[config.mk]
export PLATFORM = sky130hd
export DESIGN_NAME = nco_bank_sync
export DESIGN_NICKNAME = d
export VERILOG_FILES = /design/src/rtl/nco_bank_sync.sv
export SDC_FILE = /design/constraint.sdc
export NUM_CORES = 2
export LEC_CHECK = 0
export BUFFER_PORTS_ARGS = -buffer_cell sky130_fd_sc_hd__clkbuf_2
export CORE_UTILIZATION = 60
export DETAILED_ROUTE_END_ITERATION = 10
export GPL_TIMING_DRIVEN = 0
export PLACE_DENSITY_LB_ADDON = 0.3
export SYNTH_ARGS = -nofsm -noshare
export SYNTH_HDL_FRONTEND = slang
export SYNTH_SLANG_ARGS = --single-unit
[constraint.sdc]
create_clock -name clk -period 14.4 [get_ports clk]
set_input_delay 0 -clock clk [delete_from_list [all_inputs] [get_ports clk]]
set_output_delay 0 -clock clk [all_outputs]
set_load 0.01 [all_outputs]
[src/rtl/nco_bank_sync.sv]
// Bank of code/carrier NCO pairs with shadowed tuning registers.
// A global commit applies every channel's shadows on the same edge.
module nco_bank_sync #(
    parameter int NCH      = 8,
    parameter int ACC_W    = 28,
    parameter int CODE_LEN = 1023,
    parameter int CNT_W    = 16
) (
    input  logic                 clk,
    input  logic                 rst,
    input  logic                 wr_en,
    input  logic [3:0]           wr_ch,
    input  logic [1:0]           wr_reg,
    input  logic [ACC_W-1:0]     wr_data,
    input  logic                 commit,
    output logic [NCH-1:0]       clk_code,
    output logic [NCH-1:0]       clk_carr,
    output logic [NCH-1:0]       chip_tick,
    output logic [NCH-1:0]       epoch,
    output logic [NCH*CNT_W-1:0] chip_cnt
);

    localparam logic [1:0] REG_FRE_CODE = 2'd0;
    localparam logic [1:0] REG_PHA_CODE = 2'd1;
    localparam logic [1:0] REG_FRE_CARR = 2'd2;
    localparam logic [1:0] REG_CTRL     = 2'd3;

    localparam logic [CNT_W-1:0] LAST_CHIP = CNT_W'(CODE_LEN - 1);

    logic [ACC_W-1:0] sh_fre_code [NCH];
    logic [ACC_W-1:0] sh_pha_code [NCH];
    logic [ACC_W-1:0] sh_fre_carr [NCH];
    logic [NCH-1:0]   sh_en;
    logic [NCH-1:0]   pha_pend;

    logic [ACC_W-1:0] fre_code [NCH];
    logic [ACC_W-1:0] fre_carr [NCH];
    logic [NCH-1:0]   en;

    logic [ACC_W-1:0] code_acc [NCH];
    logic [ACC_W-1:0] carr_acc [NCH];
    logic [CNT_W-1:0] cnt      [NCH];

    logic [ACC_W-1:0] code_sum [NCH];
    logic [ACC_W-1:0] carr_sum [NCH];
    logic [NCH-1:0]   code_cy;
    logic [NCH-1:0]   wr_hit;
    logic [NCH-1:0]   load;

    always_comb begin
        code_cy = '0;
        wr_hit  = '0;
        load    = '0;
        for (int k = 0; k < NCH; k++) begin
            {code_cy[k], code_sum[k]} = {1'b0, code_acc[k]} + {1'b0, fre_code[k]};
            carr_sum[k] = carr_acc[k] + fre_carr[k];
            wr_hit[k]   = wr_en && (wr_ch == 4'(k));
            load[k]     = commit && pha_pend[k];
        end
    end

    always_ff @(posedge clk) begin
        if (rst) begin
            sh_en     <= '0;
            pha_pend  <= '0;
            en        <= '0;
            chip_tick <= '0;
            epoch     <= '0;
            for (int k = 0; k < NCH; k++) begin
                sh_fre_code[k] <= '0;
                sh_pha_code[k] <= '0;
                sh_fre_carr[k] <= '0;
                fre_code[k]    <= '0;
                fre_carr[k]    <= '0;
                code_acc[k]    <= '0;
                carr_acc[k]    <= '0;
                cnt[k]         <= '0;
            end
        end else begin
            for (int k = 0; k < NCH; k++) begin
                if (wr_hit[k]) begin
                    unique case (wr_reg)
                        REG_FRE_CODE: sh_fre_code[k] <= wr_data;
                        REG_PHA_CODE: sh_pha_code[k] <= wr_data;
                        REG_FRE_CARR: sh_fre_carr[k] <= wr_data;
                        REG_CTRL:     sh_en[k]       <= wr_data[0];
                    endcase
                end

                // A phase write landing with a commit stays pending for the next one
                if (wr_hit[k] && (wr_reg == REG_PHA_CODE)) begin
                    pha_pend[k] <= 1'b1;
                end else if (commit) begin
                    pha_pend[k] <= 1'b0;
                end

                if (commit) begin
                    fre_code[k] <= sh_fre_code[k];
                    fre_carr[k] <= sh_fre_carr[k];
                    en[k]       <= sh_en[k];
                end

                if (load[k]) begin
                    code_acc[k]  <= sh_pha_code[k];
                    cnt[k]       <= '0;
                    chip_tick[k] <= 1'b0;
                    epoch[k]     <= 1'b0;
                end else if (en[k]) begin
                    code_acc[k]  <= code_sum[k];
                    chip_tick[k] <= code_cy[k];
                    epoch[k]     <= 1'b0;
                    if (code_cy[k]) begin
                        if (cnt[k] == LAST_CHIP) begin
                            cnt[k]   <= '0;
                            epoch[k] <= 1'b1;
                        end else begin
                            cnt[k] <= cnt[k] + CNT_W'(1);
                        end
                    end
                end else begin
                    chip_tick[k] <= 1'b0;
                    epoch[k]     <= 1'b0;
                end

                // Carrier keeps running through a code phase load
                if (en[k]) begin
                    carr_acc[k] <= carr_sum[k];
                end
            end
        end
    end

    always_comb begin
        clk_code = '0;
        clk_carr = '0;
        chip_cnt = '0;
        for (int k = 0; k < NCH; k++) begin
            clk_code[k] = code_acc[k][ACC_W-1];
            clk_carr[k] = carr_acc[k][ACC_W-1];
            chip_cnt[k*CNT_W +: CNT_W] = cnt[k];
        end
    end

endmodule
==> flow_summary.json <==
{
  "slowest_delay_ps": 1030,
  "syn_area_per_cell_sq_um": 12.1,
  "critical_path_required_ps": 14820,
  "grt.total_usage_pct": 29.1,
  "num_io_pins": 198,
  "drt_wl_total_um": 210000,
  "ant_nets": 0,
  "cp_top_family": "buffers and inverters",
  "cap_violations": 6,
  "cp-start-kind": "primary input",
  "yosys_register_bits": 1736,
  "r2r-start": "fre_code[0][0]",
  "drc": 0,
  "cts_made_buffers": 176,
  "peakVddDrop_mv": 0.119,
  "cts.clk_slew.worst_paths_ps": 60,
  "fin_nets": 8024,
  "failed_checks": "max-capacitance violations, max-slew violations",
  "syn_inst": 7093,
  "cts_tree": "yes",
  "cts.sinks": 1736,
  "syn_nets": 7603,
  "yosys_warnings": 0,
  "die_w_um": 379,
  "crit_path_max_fanout": 107,
  "tightest_slew_ps": 1550,
  "path_depth": 9,
  "vias": 57600,
  "startpoint": "rst",
  "synth_edf_count": 1696,
  "finalCritPeriodShare_pct": 40.7,
  "io_buffers": 196,
  "yosysTopAreaCellShare_pct": 59.6,
  "dieArea_sq_um": 144000,
  "synthToLayoutAreaGrowth_pct": 11.3,
  "reg2reg_slack_ps": 10000,
  "die_h_um": 379,
  "clock_path_buffers": 3,
  "grt_pass1_vias": 55600,
  "synthFlopType": "edfxtp_1",
  "powerDensity_nw_per_um2": 125,
  "wire_per_inst_um": 22.0,
  "r2r_end": "cnt[0][7]",
  "cp_slowest_cell": "clkbuf_1",
  "synth-seq-area-share_pct": 60.5,
  "slew_headroom_pct": -3.43,
  "synth_top_area_cell": "edfxtp_1",
  "hold_viol_final": 0,
  "status": "complete, but fails checks",
  "fmax_ghz": 0.170,
  "layout_common_cells": "1,696 x edfxtp_1, 976 x nor2_1, 456 x ha_1",
  "ys_top_cells_by_area": "edfxtp_1 60%, ha_1 6.7%, nor2_1 4.3%, and2_1 3.1%, xor2_1 2.5%",
  "async_reset_ff_share_pct": 0,
  "power_w": 0.0119,
  "ys_types": 100,
  "final_common_cell": "edfxtp_1",
  "cts-root-buf": "clkbuf_16",
  "slew_viol_final": 65,
  "start_util_pct": 60.5,
  "fin_skew_ps": 41.5,
  "setup_tns_ps": 0,
  "hold_path.class": "in -> reg",
  "setup_viol": 0,
  "crit_chain": "clkbuf_1 > clkbuf_1 > clkbuf_1 > clkbuf_1 > clkbuf_1 > nor2_1 > inv_8 > buf_16 > buf_16",
  "r2r_cells": 12,
  "rsz0062_at_grt": "false",
  "core-area_sq_um": 141000,
  "fin_area_sq_um": 95100,
  "antenna_found_initial": 13,
  "drive_above_1_share_pct": 7.37,
  "crit_arrival_ps": 6290,
  "finalCriticalPeriod_ps": 5870,
  "num_rows": 138,
  "place.gp.congestion": 0.944,
  "leakagePower_nw": 37.5,
  "dpl.hpwl_um": 140000,
  "endpoint_kind": "flip-flop",
  "grt_pass1_wl_um": 317000,
  "drt_pass1_iterations": 7,
  "insertion_delay_ps": 830,
  "worst-setup-path-type": "in -> reg",
  "path_common_cell": "clkbuf_1",
  "place_area_sq_um": 89000,
  "crit_end": "fre_carr[1][26]",
  "grt_start_max_net_pins": 129,
  "grt_overflow": 0,
  "crit_buf_inv": 8,
  "cts_htree_levels": 4,
  "route.detailed.vias_per_inst": 6.04,
  "synth_area_sq_um": 85500,
  "first_iter_violations": 6132
}
logic make-up (layout without fill, tap and decap cells):
kind of cell	count (synthesis)	after routing	share of synthesized area [%]
buf+inv	474	1030	2.17
flops	1736	1736	60.5
mux	18	18	0.212
simple gates	2527	2527	14.3
compound gates	1395	1395	10.9
fa+ha+maj	472	472	7.05
xor+xnor	471	471	4.82
other cells	0	2	0
worst register-to-register path: cells and delay by family, from the launching register on:
kind / cells / cell delay (ps)
AOI/OAI and AO/OA: 8 / 2120
adders and majority gates: 2 / 660
DFF: 1 / 380
buffers and inverters: 1 / 190
and+or+nand+nor: 1 / 650
area by class of cell:
class	count	area, sq um
Antenna cell	2	5.00
Buffer	318	1280
Clock buffer	217	4710
Clock inverter	96	952
Fill cell	10100	46300
Inverter	156	593
Multi-Input combinational cell	4883	32000
Sequential cell	1736	51700
Tap cell	1890	2360
Timing Repair Buffer	243	1550
timing repair:
action	4_1_cts	5_1_grt
endpoints found under the setup margin	0	0
hold buffers	39	0
resized for setup	0	0
buffers inserted	0	0
endpoints found under the hold margin	64	0
through the flow:
stage / cells / worst slack [ps] / hold slack [ps] / util (%)
final: 9541 / 8530 / 49.4 / 67.3
after global routing: 9540 / 8590 / 52.4 / 67.3
after CTS: 9538 / 8720 / 5.65 / 67.2
after detailed placement: 9186 / 7850 / 321 / 63.0
after global placement: 9179 / -4230 / 316 / 62.8
after floorplan: 7093 / 3640 / 198 / -
report_power, final:
part           leakage [nW]  switching (W)  internal, W  total [W]
clock network          2.77        0.00193      0.00264    0.00456
logic                  17.1       0.000848     0.000501    0.00135
registers              17.6       0.000115      0.00587    0.00598
metal layers:
metal  global-route usage [%]  up-vias  share of wire, %
met5                        0        -             0.010
met4                     12.7        4               4.4
met3                     5.51      495               8.5
met2                     46.3     2444                46
met1                     39.2    28000                41
li1                         -    26700                 -
flip-flops by register name, summed over array words and instances (netlist names):
name / flops
carr_acc: 224
chip_tick: 8
cnt: 128
code_acc: 224
en: 8
epoch: 8
fre_carr: 224
fre_code: 224
pha_pend: 8
sh_en: 8
sh_fre_carr: 224
sh_fre_code: 224
sh_pha_code: 224
cell usage after synthesis (all sizes together) (20+ instances only):
cell type / instances
nor2b: 174
a22oi: 20
dfxtp: 40
edfxtp: 1696
o21a: 54
o22ai: 30
xor2: 244
nor3: 78
a31oi: 42
and3: 59
o21ai: 241
a21o: 234
ha: 456
a22o: 96
xnor2: 227
inv: 156
and2: 429
nor2: 976
o21bai: 60
nand2: 390
a21oi: 385
nand3: 135
o31ai: 24
nand2b: 124
clkbuf: 278
buf: 40
nand4: 64
a211oi: 46
or2: 21
worst min path at each step:
stage	start	depth (start not counted)	slack, ps	endpoint
finish	wr_data[21]	3	50	sh_pha_code[0][105]
global route	wr_data[18]	3	50	sh_pha_code[0][102]
CTS	wr_data[21]	3	6	sh_pha_code[0][105]
detailed placement	wr_data[21]	2	320	sh_pha_code[0][105]
global placement	wr_data[21]	2	320	sh_pha_code[0][105]
floorplan	wr_data[16]	1	200	sh_pha_code[0][100]
(Power assumes the default switching activity.)
